<file path="src/rtl/norm_pkg.sv">
// Shared types and default sizes for the normalizer scheduler.
package norm_pkg;
  localparam int BW_PSUM_DEF = 16;
  localparam int COL_DEF     = 8;

  typedef enum logic [2:0] {
    S_IDLE  = 3'd0,
    S_HALF  = 3'd1,
    S_WAKE  = 3'd2,
    S_ISSUE = 3'd3,
    S_DRAIN = 3'd4,
    S_HOLD  = 3'd5
  } state_t;
endpackage

</file>
<file path="src/rtl/norm_stage.sv">
// One requester's valid/ready staging register; holds the vector until the run retires.
module norm_stage
  import norm_pkg::*;
#(
  parameter int W = BW_PSUM_DEF * COL_DEF
) (
  input  logic         clk,
  input  logic         reset,
  input  logic         i_valid,
  input  logic         i_en,
  input  logic         i_clear,
  input  logic [W-1:0] i_data,
  output logic         o_ready,
  output logic         o_acc,
  output logic         o_full,
  output logic [W-1:0] o_data
);
  logic         r_full;
  logic [W-1:0] r_data;
  logic         w_ready;

  // ready is qualified by reset so every output reads 0 while reset is held
  assign w_ready = reset & i_en & ~r_full;
  assign o_ready = w_ready;
  assign o_acc   = i_valid & w_ready;
  assign o_full  = r_full;
  assign o_data  = r_data;

  always_ff @(posedge clk or negedge reset) begin
    if (!reset) begin
      r_full <= 1'b0;
      r_data <= '0;
    end else if (i_clear) begin
      r_full <= 1'b0;
    end else if (o_acc) begin
      r_full <= 1'b1;
      r_data <= i_data;
    end
  end
endmodule

</file>
<file path="src/rtl/norm_scheduler.sv">
// Pairs one psum vector from each requester and sequences a gated normalizer run per pair.
//   state | meaning
//   IDLE  | both sides ready, waiting for vectors
//   HALF  | one side staged, waiting for the other
//   WAKE  | gate raised one cycle ahead of s_valid
//   ISSUE | single s_valid pulse to both normalizer inputs
//   DRAIN | counting output beats, bounded by TIMEOUT
//   HOLD  | gate held GATE_HOLD cycles before sleeping
module norm_scheduler
  import norm_pkg::*;
#(
  parameter int BW_PSUM   = BW_PSUM_DEF,
  parameter int COL       = COL_DEF,
  parameter int GATE_HOLD = 2,
  parameter int TIMEOUT   = 255,
  parameter int CNT_W     = 16
) (
  input  logic                   clk,
  input  logic                   reset,
  input  logic                   req_valid_1,
  output logic                   req_ready_1,
  input  logic [COL*BW_PSUM-1:0] req_psum_1,
  input  logic                   req_valid_2,
  output logic                   req_ready_2,
  input  logic [COL*BW_PSUM-1:0] req_psum_2,
  output logic                   norm_s_valid_1,
  output logic                   norm_s_valid_2,
  output logic [COL*BW_PSUM-1:0] norm_psum_1,
  output logic [COL*BW_PSUM-1:0] norm_psum_2,
  input  logic                   norm_valid,
  output logic                   norm_gate,
  output logic                   busy,
  output logic                   done,
  output logic [CNT_W-1:0]       pair_count,
  output logic                   err_timeout,
  output logic                   err_spurious
);
  localparam int VW  = COL * BW_PSUM;
  localparam int BCW = $clog2(COL + 1);
  localparam int TCW = $clog2(TIMEOUT + 1);
  localparam int HCW = (GATE_HOLD > 1) ? $clog2(GATE_HOLD) : 1;

  state_t           r_state;
  logic [BCW-1:0]   r_beat;
  logic [TCW-1:0]   r_to;
  logic [HCW-1:0]   r_hold;
  logic             r_gate, r_s_valid, r_done, r_err_to, r_err_spur;
  logic [CNT_W-1:0] r_pairs;
  logic             w_stage_en, w_clear, w_acc_1, w_acc_2, w_full_1, w_full_2;

  assign w_stage_en = (r_state == S_IDLE) || (r_state == S_HALF);
  assign w_clear    = (r_state == S_HOLD) && (r_hold == '0);

  norm_stage #(.W(VW)) u_stage_1 (
    .clk(clk), .reset(reset), .i_valid(req_valid_1), .i_en(w_stage_en), .i_clear(w_clear),
    .i_data(req_psum_1), .o_ready(req_ready_1), .o_acc(w_acc_1), .o_full(w_full_1),
    .o_data(norm_psum_1)
  );

  norm_stage #(.W(VW)) u_stage_2 (
    .clk(clk), .reset(reset), .i_valid(req_valid_2), .i_en(w_stage_en), .i_clear(w_clear),
    .i_data(req_psum_2), .o_ready(req_ready_2), .o_acc(w_acc_2), .o_full(w_full_2),
    .o_data(norm_psum_2)
  );

  always_ff @(posedge clk or negedge reset) begin
    if (!reset) begin
      r_state    <= S_IDLE;
      r_beat     <= '0;
      r_to       <= '0;
      r_hold     <= '0;
      r_gate     <= 1'b0;
      r_s_valid  <= 1'b0;
      r_done     <= 1'b0;
      r_pairs    <= '0;
      r_err_to   <= 1'b0;
      r_err_spur <= 1'b0;
    end else begin
      r_done    <= 1'b0;
      r_s_valid <= 1'b0;
      if (norm_valid && (r_state != S_DRAIN)) r_err_spur <= 1'b1;
      case (r_state)
        S_IDLE: begin
          if (w_acc_1 && w_acc_2) begin
            r_state <= S_WAKE;
            r_gate  <= 1'b1;
          end else if (w_acc_1 || w_acc_2) begin
            r_state <= S_HALF;
          end
        end
        S_HALF: begin
          if (w_acc_1 || w_acc_2) begin
            r_state <= S_WAKE;
            r_gate  <= 1'b1;
          end
        end
        S_WAKE: begin
          r_state   <= S_ISSUE;
          r_s_valid <= 1'b1;
        end
        S_ISSUE: begin
          r_state <= S_DRAIN;
          r_beat  <= '0;
          r_to    <= '0;
        end
        S_DRAIN: begin
          // a final beat landing on the timeout cycle still counts as a completed run
          if (norm_valid && (r_beat == BCW'(COL - 1))) begin
            r_state <= S_HOLD;
            r_done  <= 1'b1;
            r_pairs <= r_pairs + 1'b1;
            r_hold  <= HCW'(GATE_HOLD - 1);
          end else if (r_to == TCW'(TIMEOUT - 1)) begin
            r_state  <= S_HOLD;
            r_err_to <= 1'b1;
            r_hold   <= HCW'(GATE_HOLD - 1);
          end else begin
            r_beat <= r_beat + BCW'(norm_valid);
            r_to   <= r_to + 1'b1;
          end
        end
        S_HOLD: begin
          if (r_hold == '0) begin
            r_state <= S_IDLE;
            r_gate  <= 1'b0;
          end else begin
            r_hold <= r_hold - 1'b1;
          end
        end
        default: r_state <= S_IDLE;
      endcase
    end
  end

  assign norm_s_valid_1 = r_s_valid;
  assign norm_s_valid_2 = r_s_valid;
  assign norm_gate      = r_gate;
  assign busy           = (r_state != S_IDLE);
  assign done           = r_done;
  assign pair_count     = r_pairs;
  assign err_timeout    = r_err_to;
  assign err_spurious   = r_err_spur;
endmodule

</file>
<file path="config.mk">
export PLATFORM = sky130hd
export DESIGN_NAME = norm_scheduler
export DESIGN_NICKNAME = d
export VERILOG_FILES = /design/src/rtl/norm_pkg.sv /design/src/rtl/norm_stage.sv /design/src/rtl/norm_scheduler.sv
export SDC_FILE = /design/constraint.sdc
export NUM_CORES = 1
export LEC_CHECK = 0
export BUFFER_PORTS_ARGS = -buffer_cell sky130_fd_sc_hd__buf_2
export CAP_MARGIN = 20
export CORE_AREA = 3 3 208 210
export CTS_BUF_LIST = sky130_fd_sc_hd__clkbuf_16
export CTS_CLUSTER_SIZE = 16
export DETAILED_ROUTE_END_ITERATION = 10
export DIE_AREA = 0 0 211 213
export PLACE_DENSITY = 0.56
export SYNTH_ARGS = -nofsm -noshare
export SYNTH_HDL_FRONTEND = slang
export SYNTH_SLANG_ARGS = --single-unit
export TNS_END_PERCENT = 20
</file>
<file path="constraint.sdc">
create_clock -name clk -period 4 [get_ports clk]
set_input_delay 0.6 -clock clk [delete_from_list [all_inputs] [get_ports clk]]
set_output_delay 0.6 -clock clk [all_outputs]
set_load 0.03 [all_outputs]
</file>
# Word level (Yosys, flattened, before mapping)
# Cells that the tools add are included.
# classes
mux,28
reduce_logical,21
n_bitwise,10
add_sub_neg,4
eq_ne,15
# ops
op,n
$mux W3,6
$pmux W3 S6,1
$add A16 B1 Y16 const B,1
$mux W8,2
$pmux W8 S2,1
$mux W1,13
$add A8 B1 Y8 const B,1
$eq A8 B8 Y1 const B,1
$mux W4,2
$pmux W4 S2,1
$reduce_and A2 Y1,4
$reduce_and A4 Y1,2
$reduce_bool A2 Y1,4
$eq A3 B2 Y1 const B,2
$eq A3 B3 Y1 const B,2
$ne A2 B2 Y1 const B,3
$ne A3 B3 Y1 const B,2
$reduce_and A3 Y1,2
$reduce_bool A3 Y1,2
$and A1 B1 Y1,5
$not A1 Y1,5
$add A4 B1 Y4,1
$eq A4 B3 Y1 const B,1
$logic_and A1 B1 Y1,4
other kinds (8),10
# totals
ff_bits,295
output_inout_bits,281
inputBits,261
word_cells,92

# Logic depth before layout (Yosys ltp)
# depth
word_depth,9
mapped_depth,7
mapped_depth_nobuf,6

# Cells and area by module
# Synthesis repeated with hierarchy kept, for this count alone.
# hier_totals
hier_cells,731
hier_area_um2,11614.9
# modules_own_cells
module,seq_area_each_um2,area_per_inst_um2,instances,cells_each
norm_stage,3228.1,4888.4,2,277
norm_scheduler,925.9,1838.0,1,177

# Worst setup path before layout
# Ideal clock, no wire load.
# synth_timing
path_kind,input to register
start,input port reset
end,register u_stage_2.r_data[100] (netlist: u_stage_2.o_data[100])
t_required_ns,3.875
arrival_ns,2.035
cell_stages,6
path_slack_ns,1.841
path_cell_list,nor4b_4 and2_1 buf_2 buf_6 buf_4 mux2_2
# synth_between
elab_chain_len,4
# synth_rtl
item,line,source
start: declaration,norm_scheduler.sv:19,"input logic reset,"
$and A1 B1 Y1 (2 in series),norm_stage.sv:23,assign w_ready = reset & i_en & ~r_full;
$and A1 B1 Y1,norm_stage.sv:25,assign o_acc = i_valid & w_ready;
$reduce_and A2 Y1 (no line),--,
end signal: assignment,norm_stage.sv:37,r_data <= i_data;
end: declaration,norm_stage.sv:19,logic [W-1:0] r_data;
# Every way passes these cells.
# A chain may end at the register's enable or synchronous reset.

# Worst setup path after layout
# layout_timing
start,input port reset
end,output port req_ready_1
# layout_between
elab_chain_len,2
# layout_rtl
item,line,source
$and A1 B1 Y1 (2 in series),norm_stage.sv:23,
end: declaration,norm_scheduler.sv:21,"output logic req_ready_1,"
# Every way passes these cells.

==> impl_metrics.json <==
{
  "holdPathEnd": "u_stage_1.o_data[99]",
  "gp_congestion": 0.737,
  "wl_per_cell_um": 17.3,
  "seq_power_share_pct": 35.5,
  "fillerInstances": 4096,
  "r2r_slack_ns": 1.46,
  "ys_async_sr_fraction_pct": 100,
  "cap_viol_max_count": 0,
  "antenna_left": 0,
  "die_h_um": 213,
  "power.density_nw_per_um2": 911,
  "dr.pass1.iters": 4,
  "synth_flop_cell": "dfrtp_1",
  "ff_latch_area_sq_um": 7380,
  "hold_viol": 0,
  "cts_inserted_buffers": 36,
  "reg2reg_from": "r_state[2]",
  "required_ns": 3.40,
  "synth_seq_cells": 295,
  "drt-vias-per-instance": 4.39,
  "yosys_warnings": 0,
  "min_period_ns": 3.29,
  "final_util_pct": 37.9,
  "avgSynthCellArea_sq_um": 15.7,
  "path_buf_inv": 4,
  "slew_headroom_pct": 39.0,
  "path_clk_slew_ns": 0.06,
  "initial_utilization_pct": 27.4,
  "startpoint_type": "primary input",
  "antenna_found_initial": 3,
  "gr-total-overflow": 0,
  "dpl.hpwl_mm": 23.9,
  "synth_area_sq_um": 11500,
  "worstHoldPathCells": 2,
  "synth.net_count": 998,
  "max_freq_mhz": 304,
  "r2r_cells": 4,
  "p_leak_nw": 7.78,
  "power_switching_mw": 6.09,
  "hold_slack_ns": 0.309,
  "drv_slew": 0,
  "cts_tree": "yes",
  "placed_cell_area_sq_um": 14800,
  "wl_mm": 31.9,
  "r2r-end": "u_stage_2.o_data[104]",
  "grt_start_max_net_pins": 146,
  "critical-path-top-delay-family": "buffers and inverters",
  "p_sw_share_pct": 42.2,
  "design_area_sq_um": 15800,
  "cts_setup_buffers": 0,
  "worst-endpoint-arrival_ns": 2.69,
  "pwr-share-comb_pct": 44.0,
  "fin_nets": 1550,
  "track_usage_pct": 13.4,
  "synth_edf_count": 0,
  "die_x_um": 211,
  "ys_types": 48,
  "cts_hold_buf": 1,
  "clk-insertion-delay-late_ns": 0.51,
  "syn2layout_area_growth_pct": 38.2,
  "crit_cells": 6,
  "ys_seq_area_share_pct": 64.4,
  "finalCritPeriodShare_pct": 82.3,
  "fin_tns_setup_ns": 0,
  "cp_slowest_cell": "buf_4",
  "cts_buffer_depth": 3,
  "synthMostInstantiatedCell": "dfrtp_1",
  "worst-path-max-fanout": 68,
  "port_buffers": 541,
  "cts.sinks": 295,
  "grt_pass1_vias": 8487,
  "multi_input_area_sq_um": 3870,
  "cts.htree.levels": 2,
  "p_int_mw": 8.34,
  "setup_viol": 0,
  "synthCells": 732,
  "cts.repair.resized": 0,
  "core_sq_um": 41800,
  "critPathKind": "primary input to primary output",
  "end_kind": "primary output",
  "peakVddDrop_uv": 490,
  "synth_area_leaders": "dfrtp_1, mux2_2, buf_2",
  "max_stage_delay_ns": 0.72,
  "clockRootBuffer": "clkbuf_16",
  "outcome": "complete, no violations",
  "num_vias": 8106,
  "rows": 75,
  "crit_path_cell_trace": "dlygate4sd3_1 -> buf_8 -> buf_4 -> nand2_1 -> nor2_1 -> buf_2",
  "tightest_slew_ns": 0.916,
  "synth_top_area_cell": "dfrtp_1",
  "min_from": "req_psum_1[99]",
  "fin_total_pwr_mw": 14.4,
  "initialDrtViolationCount": 329,
  "synth_common_cells": "dfrtp_1, mux2_2, nand2_1",
  "clock_power_share_pct": 20.5,
  "drc": 0,
  "hp-class": "primary input to flip-flop",
  "grt_first_pass_wirelength_mm": 47.6,
  "dieArea_sq_um": 44900,
  "rsz0062_at_grt": "no",
  "synth.top_cell.area_share_pct": 64.4,
  "fin_skew_ns": 0.00933,
  "drive_gt1_share_pct": 65.9,
  "io_pins": 542
}
per-layer routing:
| metal | track usage, % | part of all wire (%) | vias up |
|---|---|---|---|
| met5 | 0 | 0.022 | - |
| met4 | 4.39 | 2.5 | 2 |
| met3 | 4.97 | 8.6 | 53 |
| met2 | 23.2 | 50 | 333 |
| met1 | 15.5 | 38 | 4011 |
| li1 | - | - | 3707 |
how the worst max path moves through the flow:
stage	start	end	slack, ns
floorplan	reset	u_stage_2.o_data[100]	1.84
global placement	reset	req_ready_1	1.23
detailed placement	reset	u_stage_2.o_data[104]	1.20
CTS	reset	req_ready_1	0.63
global route	reset	req_ready_1	0.45
finish	reset	req_ready_1	0.71
placed cells by master (no fill, tap or decap), drive strengths merged, types with 3 or more instances in the layout:
cell type    n
nand2       23
nor3         5
dfrtp      295
a211oi       3
nor4         4
nor2         9
mux2i        9
xor2         4
nor4b        3
clkinv      13
mux2       257
clkbuf      37
nand4        8
o21ai        4
nand3        8
xnor2       11
a21oi        7
and2         3
inv         12
and3         4
ha           5
buf        549
power by group through the flow:
stage | Clock [mW] | Sequential (mW) | Combinational (mW)
after global routing | 3.19 | 5.33 | 6.72
final | 2.96 | 5.12 | 6.35
after global placement | 0 | 5.12 | 6.38
after detailed placement | 0 | 5.17 | 6.45
after floorplan | 0 | 7.75 | 1.72
after CTS | 3.08 | 5.15 | 6.45
logic make-up (layout without fill, tap and decap cells):
family / after synthesis / count (layout) / synth area share [%]
adders and majority gates: 5 / 5 / 0.546
and+or+nand+nor: 86 / 86 / 4.52
buffers and inverters: 40 / 614 / 1.90
DFF: 295 / 295 / 64.4
xor gates and xnor gates: 15 / 15 / 1.15
AOI/OAI and AO/OA: 25 / 25 / 1.44
other: 0 / 2 / 0
muxes: 266 / 266 / 26.0
stage by stage:
stage,setup slack (ns),cells
2_1_floorplan,1.84,732
3_3_place_gp,1.23,1784
3_5_place_dp,1.20,1784
4_1_cts,0.626,1845
5_1_grt,0.447,1846
6_report,0.708,1847
layout make-up:
class	instances	share of cell area, %
Sequential cell	295	46.6
Multi-Input combinational cell	397	24.4
Timing Repair Buffer	550	17.8
Clock buffer	37	5.85
Tap cell	539	4.26
Clock inverter	23	0.869
Inverter	4	0.0948
Antenna cell	2	0.0316
registers in the layout, indices dropped and copies added, names as in the netlist:
name,flops
norm_gate,1
u_stage_2.o_full,1
done,1
r_to,8
r_beat,4
u_stage_1.o_full,1
pair_count,16
r_hold,1
u_stage_2.o_data,128
norm_s_valid_1,1
err_spurious,1
r_state,3
err_timeout,1
u_stage_1.o_data,128
No activity file was read; power rests on OpenSTA's default activity.
